==> src/rtl/mem_stage.sv <==
// mem_stage: registers execute results and runs Lw/Sw over a req/ack bus.
// Optional misaligned-access trap: define MEM_ALIGN_CHECK_EN.
`ifndef Lw
`define Lw 6'b100011
`endif
`ifndef Sw
`define Sw 6'b101011
`endif

module mem_stage #(
    parameter int TIMEOUT = 15
) (
    input  logic        clk,
    input  logic        rst,
    input  logic        ex_valid,
    output logic        ex_ready,
    input  logic [5:0]  op,
    input  logic [31:0] memAddr,
    input  logic [31:0] memData,
    input  logic [31:0] regcData,
    input  logic        regcWrite,
    input  logic [4:0]  regcAddr,
    output logic        wb_valid,
    output logic [31:0] wb_regcData,
    output logic        wb_regcWrite,
    output logic [4:0]  wb_regcAddr,
    output logic        dm_req,
    output logic        dm_we,
    output logic [31:0] dm_addr,
    output logic [31:0] dm_wdata,
    input  logic [31:0] dm_rdata,
    input  logic        dm_ack,
    output logic        bus_err,
    output logic        align_err
);

    typedef enum logic {IDLE, ACCESS} state_t;

    localparam logic [7:0] TO = TIMEOUT[7:0];

    state_t     state, state_nxt;
    logic [7:0] cnt, cnt_inc;
    logic       accept, is_lw, is_sw, is_mem, timeout;

    assign ex_ready = (state == IDLE) && !rst;
    assign accept   = ex_valid && ex_ready;
    assign is_lw    = (op == `Lw);
    assign is_sw    = (op == `Sw);
    assign is_mem   = is_lw || is_sw;
    // saturating: never wraps back under TIMEOUT
    assign cnt_inc  = (cnt == 8'hFF) ? cnt : cnt + 8'd1;
    assign timeout  = (cnt_inc >= TO);

`ifdef MEM_ALIGN_CHECK_EN
    logic misalign;
    assign misalign = is_mem && (memAddr[1:0] != 2'b00);
`else
    assign align_err = 1'b0;
`endif

    always_ff @(posedge clk) begin
        if (rst) state <= IDLE;
        else     state <= state_nxt;
    end

    always_comb begin
        state_nxt = state;
        case (state)
            IDLE: begin
`ifdef MEM_ALIGN_CHECK_EN
                if (accept && is_mem && !misalign) state_nxt = ACCESS;
`else
                if (accept && is_mem) state_nxt = ACCESS;
`endif
            end
            ACCESS: if (dm_ack || timeout) state_nxt = IDLE;
            default: state_nxt = IDLE;
        endcase
    end

    always_ff @(posedge clk) begin
        if (rst) begin
            wb_valid     <= 1'b0;
            wb_regcData  <= 32'd0;
            wb_regcWrite <= 1'b0;
            wb_regcAddr  <= 5'd0;
            dm_req       <= 1'b0;
            dm_we        <= 1'b0;
            dm_addr      <= 32'd0;
            dm_wdata     <= 32'd0;
            bus_err      <= 1'b0;
            cnt          <= 8'd0;
`ifdef MEM_ALIGN_CHECK_EN
            align_err    <= 1'b0;
`endif
        end else begin
            wb_valid <= 1'b0;
            bus_err  <= 1'b0;
`ifdef MEM_ALIGN_CHECK_EN
            align_err <= 1'b0;
`endif
            case (state)
                IDLE: if (accept) begin
                    wb_regcAddr <= regcAddr;
                    if (!is_mem) begin
                        wb_regcData  <= regcData;
                        wb_regcWrite <= regcWrite;
                        wb_valid     <= 1'b1;
                    end
`ifdef MEM_ALIGN_CHECK_EN
                    else if (misalign) begin
                        wb_regcWrite <= 1'b0;
                        wb_valid     <= 1'b1;
                        align_err    <= 1'b1;
                    end
`endif
                    else begin
                        wb_regcWrite <= regcWrite;
                        dm_req       <= 1'b1;
                        dm_we        <= is_sw;
                        dm_addr      <= memAddr;
                        dm_wdata     <= memData;
                        cnt          <= 8'd0;
                    end
                end
                ACCESS: begin
                    if (dm_ack) begin
                        dm_req   <= 1'b0;
                        wb_valid <= 1'b1;
                        if (dm_we) wb_regcWrite <= 1'b0;
                        else       wb_regcData  <= dm_rdata;
                    end else if (timeout) begin
                        dm_req       <= 1'b0;
                        bus_err      <= 1'b1;
                        wb_valid     <= 1'b1;
                        wb_regcWrite <= 1'b0;
                    end else begin
                        cnt <= cnt_inc;
                    end
                end
                default: ;
            endcase
        end
    end

endmodule
==> config.mk <==
export PLATFORM = sky130hd
export DESIGN_NAME = mem_stage
export DESIGN_NICKNAME = d
export VERILOG_FILES = /design/src/rtl/mem_stage.sv
export SDC_FILE = /design/constraint.sdc
export NUM_CORES = 1
export LEC_CHECK = 0
export CELL_PAD_IN_SITES_DETAIL_PLACEMENT = 0
export CELL_PAD_IN_SITES_GLOBAL_PLACEMENT = 1
export CORE_AREA = 10 10 123 153
export DETAILED_ROUTE_END_ITERATION = 10
export DIE_AREA = 0 0 133 163
export PLACE_DENSITY = 0.82
export SLEW_MARGIN = 10
export SYNTH_ARGS = -nofsm -noshare
export SYNTH_HDL_FRONTEND = slang
export SYNTH_SLANG_ARGS = --single-unit
==> constraint.sdc <==
create_clock -name clk -period 4.4 [get_ports clk]
set_input_delay 0.66 -clock clk [delete_from_list [all_inputs] [get_ports clk]]
set_output_delay 0.66 -clock clk [all_outputs]
set_load 0.03 [all_outputs]
==> results of run 1 <==
-- logic make-up (layout without fill, tap and decap cells) --
logic type,Yosys count,count (layout),share of synthesized area
AND/OR/NAND/NOR,212,212,0.199
AO/OA/AOI/OAI,124,124,0.172
flip-flops,115,115,0.513
buffers and inverters,39,289,0.0357
multiplexers,33,33,0.0735
XOR/XNOR,2,2,0.00390
adder cells (fa/ha/maj),1,1,0.00279
other,1,1,0.000835
-- worst max-delay path, cell delays in order (launching register included) --
cell and delay [ps]:
dfxtp_2 340, buf_4 480, nor2_1 120, clkdlybuf4s50_1 620
-- layout by cell type, fill, tap and decap left out, types with 7 or more instances in the layout --
cell,instances
buf_4,7
dfxtp_1,114
clkdlybuf4s50_1,249
mux2i_1,33
nor2_1,39
nand2_1,149
a211oi_1,32
clkbuf_16,17
a21oi_1,74
-- metrics by stage --
step | util | setup WS (ps) | total power [mW] | instances
5_1_grt | 0.488 | 1570 | 2.89 | 993
2_1_floorplan | - | 2290 | 1.23 | 527
3_3_place_gp | 0.450 | 1500 | 1.43 | 961
6_report | 0.488 | 1740 | 2.79 | 993
4_1_cts | 0.488 | 1710 | 2.83 | 993
3_5_place_dp | 0.450 | 1410 | 1.43 | 961
-- how the worst max path moves through the flow --
| stage | from | endpoint | slack, ps | cells past startpoint |
|---|---|---|---|---|
| after global placement | ex_valid | dm_wdata[1] | 1500 | 7 |
| final | state | ex_ready | 1740 | 3 |
| after floorplan | rst | ex_ready | 2290 | 3 |
| after CTS | state | ex_ready | 1710 | 3 |
| after detailed placement | ex_valid | wb_regcData[2] | 1410 | 7 |
| after global routing | state | ex_ready | 1570 | 3 |
-- where the power goes --
group / total, mW / switching, mW / leakage, nW / internal [mW]
sequential: 1.08 / 0.0141 / 0.935 / 1.07
combinational: 0.325 / 0.143 / 1.38 / 0.182
clock: 1.38 / 0.506 / 0.280 / 0.871
-- layout make-up --
type                            count  area (um^2)  share of cell area
Timing Repair Buffer              256         2540               0.327
Multi-Input combinational cell    373         2050               0.264
Inverter                            1         3.75            0.000482
Tap cell                          216          270              0.0347
Clock inverter                     13          153              0.0196
Clock buffer                       19          453              0.0582
Sequential cell                   115         2300               0.296
-- metal layers --
metal  GRT usage  up-vias  share of wire
met5           0        -        0.00050
met4      0.0496        2          0.015
met3      0.0688       16          0.089
met2       0.240      190           0.49
met1       0.154     2019           0.41
li1            -     2273              -
-- registers in the layout, indices dropped and copies added, names as in the netlist --
signal,count
dm_addr,32
dm_wdata,32
wb_regcData,32
cnt,8
wb_regcAddr,5
bus_err,1
dm_req,1
dm_we,1
state,1
wb_regcWrite,1
wb_valid,1
==> metrics, run 1 <==
share of post-route cells with drive strength above 1 0.0656; die width roughly 130 um; worst-case clock skew slightly below 7 ps; Antenna Cells 0; vias post-DR 4500; DP HPWL around 12000 um; hold path startpoint dm_wdata[29]; synth top area cells dfxtp_1, nand2_1, a21oi_1; Die Height ~160 um; FP Rows between 50 and 60; initial antenna violation count 1; clock buffer depth 2; P_leak between 2 and 3 nW; grt ovf 0; EDFF count, synth 0; sequential share of the synthesized area 0.513; clock transition at the registers of the reported paths around 50 ps; final wirelength around 16000 um; crit path DAT around 2000 ps; CP Capture Type output port; cells after synthesis ~530; FILL cells 1585; largest area contributor in the netlist dfxtp_1; Worst-Skew Late Latency 410 ps; Iteration-0 DRC Markers ~140; Initial Utilization 0.282; DRC violations left 0; worst slew pin tran around 1000 ps; CP required approximately 3700 ps; final hold slack 451 ps; FFs w/ async S/R, synth 0; max_cap viols 0; Tot GR Track Use 0.143; Avg Vias per Cell approximately 4.5; fin nets around 900; most frequent cells after synthesis nand2_1, dfxtp_1, a21oi_1; unrepaired setup endpoints after global routing false; die area between 0.02 and 0.025 mm^2; TritonCTS buffer count 17; Slew headroom 0.343; vias in the first global route 4602; most frequent cell after synthesis nand2_1; final period utilization 0.605; Final Setup Violations 0; Syn Nets roughly 670; min cycle time layout around 2700 ps; routed length per instance 16.2 um; CTS Hold Bufs 0; synth unique cells 44; Syn Area/Cell around 8.5 um^2; H-Tree Depth 4; Setup Fix Bufs, Post-CTS 0; largest net degree at the start of global routing 96; RR Endpoint wb_regcData[29]; final instance area 0.00778 mm^2; hold path cells 2; DRT Pass-1 Iters 5; Critical R2R Launch state; R2R cell count 6; Yosys warnings 0; crit path kind flip-flop to output port; Pwr Density between 300 and 400 mW/mm^2; Buffers on Ports 250; Root Buffer Master clkbuf_16; fmax between 300 and 400 MHz; reg2reg setup slack around 1900 ps; Yosys top cell area share 0.513; mapped cell area 0.00449 mm^2; first-pass GRT wire length between 20000 and 25000 um; Hold WC Path Type flip-flop to flip-flop; area grow syn2layout 73.2%; Startpoint Class flip-flop; floorplan core area around 0.016 mm^2; setup TNS 0 ps; status completed; top fanout value on the critical path 37; final hold vios 0; Worst VDD drop 0.216 mV; max-slew violation count 0; Synth Flop Type dfxtp_1; io pins around 250; CTS resizes 0; Post-DRT Antenna Nets 0; Post-Place Cell Area roughly 0.0072 mm^2; TritonCTS clock tree done; CTS sink cnt about 120; RD Place Congestion ~0.79; worst hold path endpoint dm_wdata[29]; number of synthesized register bits approximately 120
(Power assumes the default switching activity.)
==> run 2: changes to the inputs <==
--- a/config.mk
+++ b/config.mk
@@ -7,10 +7,10 @@
 export LEC_CHECK = 0
 export CELL_PAD_IN_SITES_DETAIL_PLACEMENT = 0
 export CELL_PAD_IN_SITES_GLOBAL_PLACEMENT = 1
-export CORE_AREA = 10 10 123 153
+export CORE_AREA = 10 10 127 158
 export DETAILED_ROUTE_END_ITERATION = 10
-export DIE_AREA = 0 0 133 163
-export PLACE_DENSITY = 0.82
+export DIE_AREA = 0 0 137 168
+export PLACE_DENSITY = 0.77
 export SLEW_MARGIN = 10
 export SYNTH_ARGS = -nofsm -noshare
 export SYNTH_HDL_FRONTEND = slang
==> constraint.sdc (replaced) <==
create_clock -name clk -period 2.5 [get_ports clk]
set_input_delay 0.375 -clock clk [delete_from_list [all_inputs] [get_ports clk]]
set_output_delay 0.375 -clock clk [all_outputs]
set_load 0.03 [all_outputs]
==> run 2 against run 1 <==
Effect of this change:
- design area rose by 0.18%
- register-to-register slack worse by 1500 ps
- combinational power increased by 77%
- sequential power up 77%
- hold slack worse by 36 ps
- flip-flop and latch count did not move
- final cell count grew 1.0%
- clock-buffer cell count increased by 3
- total power up 70%
- non-clock buffer count grew 2
- setup slack worse by 1400 ps
- via count up 0.47%
- critical endpoint is now cnt[2]
==> metrics, run 2 (same netlist as run 1, synthesis figures left out) <==
initial antenna violation count 0; die area 0.0230 mm^2; final instance area 0.00779 mm^2; Hold WC Path Type input pin to flip-flop; CP startpoint cnt[0]; io pins ~250; TritonCTS clock tree done; critical path's largest stage delay around 370 ps; share of post-route cells with drive strength above 1 0.0655; Post-DRT Antenna Nets 0; Root Buffer Master clkbuf_16; die width about 140 um; vias in the first global route 4721; Initial Utilization 0.262; Avg Vias per Cell 4.51; Antenna Cells 0; final period utilization 0.851; Final Setup Violations 0; CTS Hold Bufs 0; floorplan core area 0.0172 mm^2; Final WS setup roughly 370 ps; Slew headroom 0.647; worst slew pin tran roughly 530 ps; DP HPWL about 13000 um; max-slew violation count 0; Iteration-0 DRC Markers approximately 140; Buffers on Ports between 200 and 300; Die Height about 170 um; Post-Place Cell Area between 0.007 and 0.008 mm^2; first-pass GRT wire length around 25000 um; routed length per instance 16.3 um; Startpoint Class flip-flop; Setup Slack @ Placement around 300 ps; hold path startpoint rst; final wirelength between 15000 and 20000 um; total power 4.72 mW; worst-case clock skew 4.39 ps; DRT Pass-1 Iters 4; top fanout value on the critical path 5; crit-path cells ha_1, nand3_1, nor4b_2, o211ai_1, or2_1, a311o_1; highest-count cells in the layout ignoring fill and taps clkdlybuf4s50_1, nand2_1, dfxtp_1, a21oi_1, nor2_1; top flop regs dm_addr x32, dm_wdata x32, wb_regcData x32; CP required ~2800 ps; FP Rows 54; vias post-DR 4521; slowest CP cell dfxtp_1; TritonCTS buffer count 17; Critical R2R Launch cnt[0]; largest net degree at the start of global routing between 60 and 70; fin nets ~900; Setup Fix Bufs, Post-CTS 0; P_leak ~2.6 nW; unrepaired setup endpoints after global routing false; Worst VDD drop about 0.36 mV; CP Capture Type flip-flop; setup TNS 0 ps; CTS sink cnt between 100 and 150; Worst-Skew Late Latency 400 ps; fmax roughly 470 MHz; clock transition at the registers of the reported paths roughly 50 ps; clock buffer depth 2; CTS resizes 0; Pwr Density just over 600 mW/mm^2; H-Tree Depth 4; area grow syn2layout 73.5%; commonest non-fill, non-tap cell in the layout clkdlybuf4s50_1; crit path DAT around 2400 ps; status completed; RD Place Congestion around 0.76; DRC violations left 0; min cycle time layout between 2000 and 2500 ps; grt ovf 0; final hold vios 0; crit path kind flip-flop to flip-flop; Tot GR Track Use 0.139; max_cap viols 0
==> run 2: cell count changes in the layout (fill, tap and decap cells not counted), sizes merged <==
cell and delta:
buf +2, clkbuf +3, bufinv -1, inv -2, clkinv +2, clkinvlp -2
==> run 2: layer usage <==
metal,GRT usage,vias up,part of all wire
li1,-,2287,-
met2,0.234,211,0.49
met4,0.0560,0,0.021
met1,0.142,2005,0.38
met5,0,-,0
met3,0.0703,18,0.12
==> run 2: where the power goes <==
part / switching (mW) / total, mW / internal, mW
combinational: 0.252 / 0.576 / 0.324
clock: 0.807 / 2.24 / 1.43
sequential: 0.0254 / 1.91 / 1.88
==> run 2: final cells by class <==
cell class                 instances  area, um^2
multi-input combinational        373        2050
inverter                           1        3.75
fill                            1722        9370
clock inverter                    10        82.6
timing repair buffer             258        2600
tap                              224         280
clock buffer                      22         474
sequential                       115        2300
==> run 2: worst paths after layout <==
kind	cells after the start	slack, ps	to
max	6	370	cnt[2]
min	2	420	dm_we
max reg2reg	6	370	cnt[2]
min reg2reg	2	450	dm_addr[2]
==> run 2: worst max-delay path: cells and delay by family, from the launching register on <==
kind / cells / cell delay [ps]
AOI/OAI and AO/OA: 2 / 560
DFF: 1 / 370
and+or+nand+nor: 3 / 810
adders and majority gates: 1 / 270
==> run 2: stage by stage <==
step | util | std cells | hold WS, ps
3_5_place_dp | 0.422 | 971 | 445
5_1_grt | 0.454 | 1003 | 417
6_report | 0.454 | 1003 | 415
3_3_place_gp | 0.422 | 971 | 441
2_1_floorplan | - | 527 | 466
4_1_cts | 0.454 | 1003 | 400
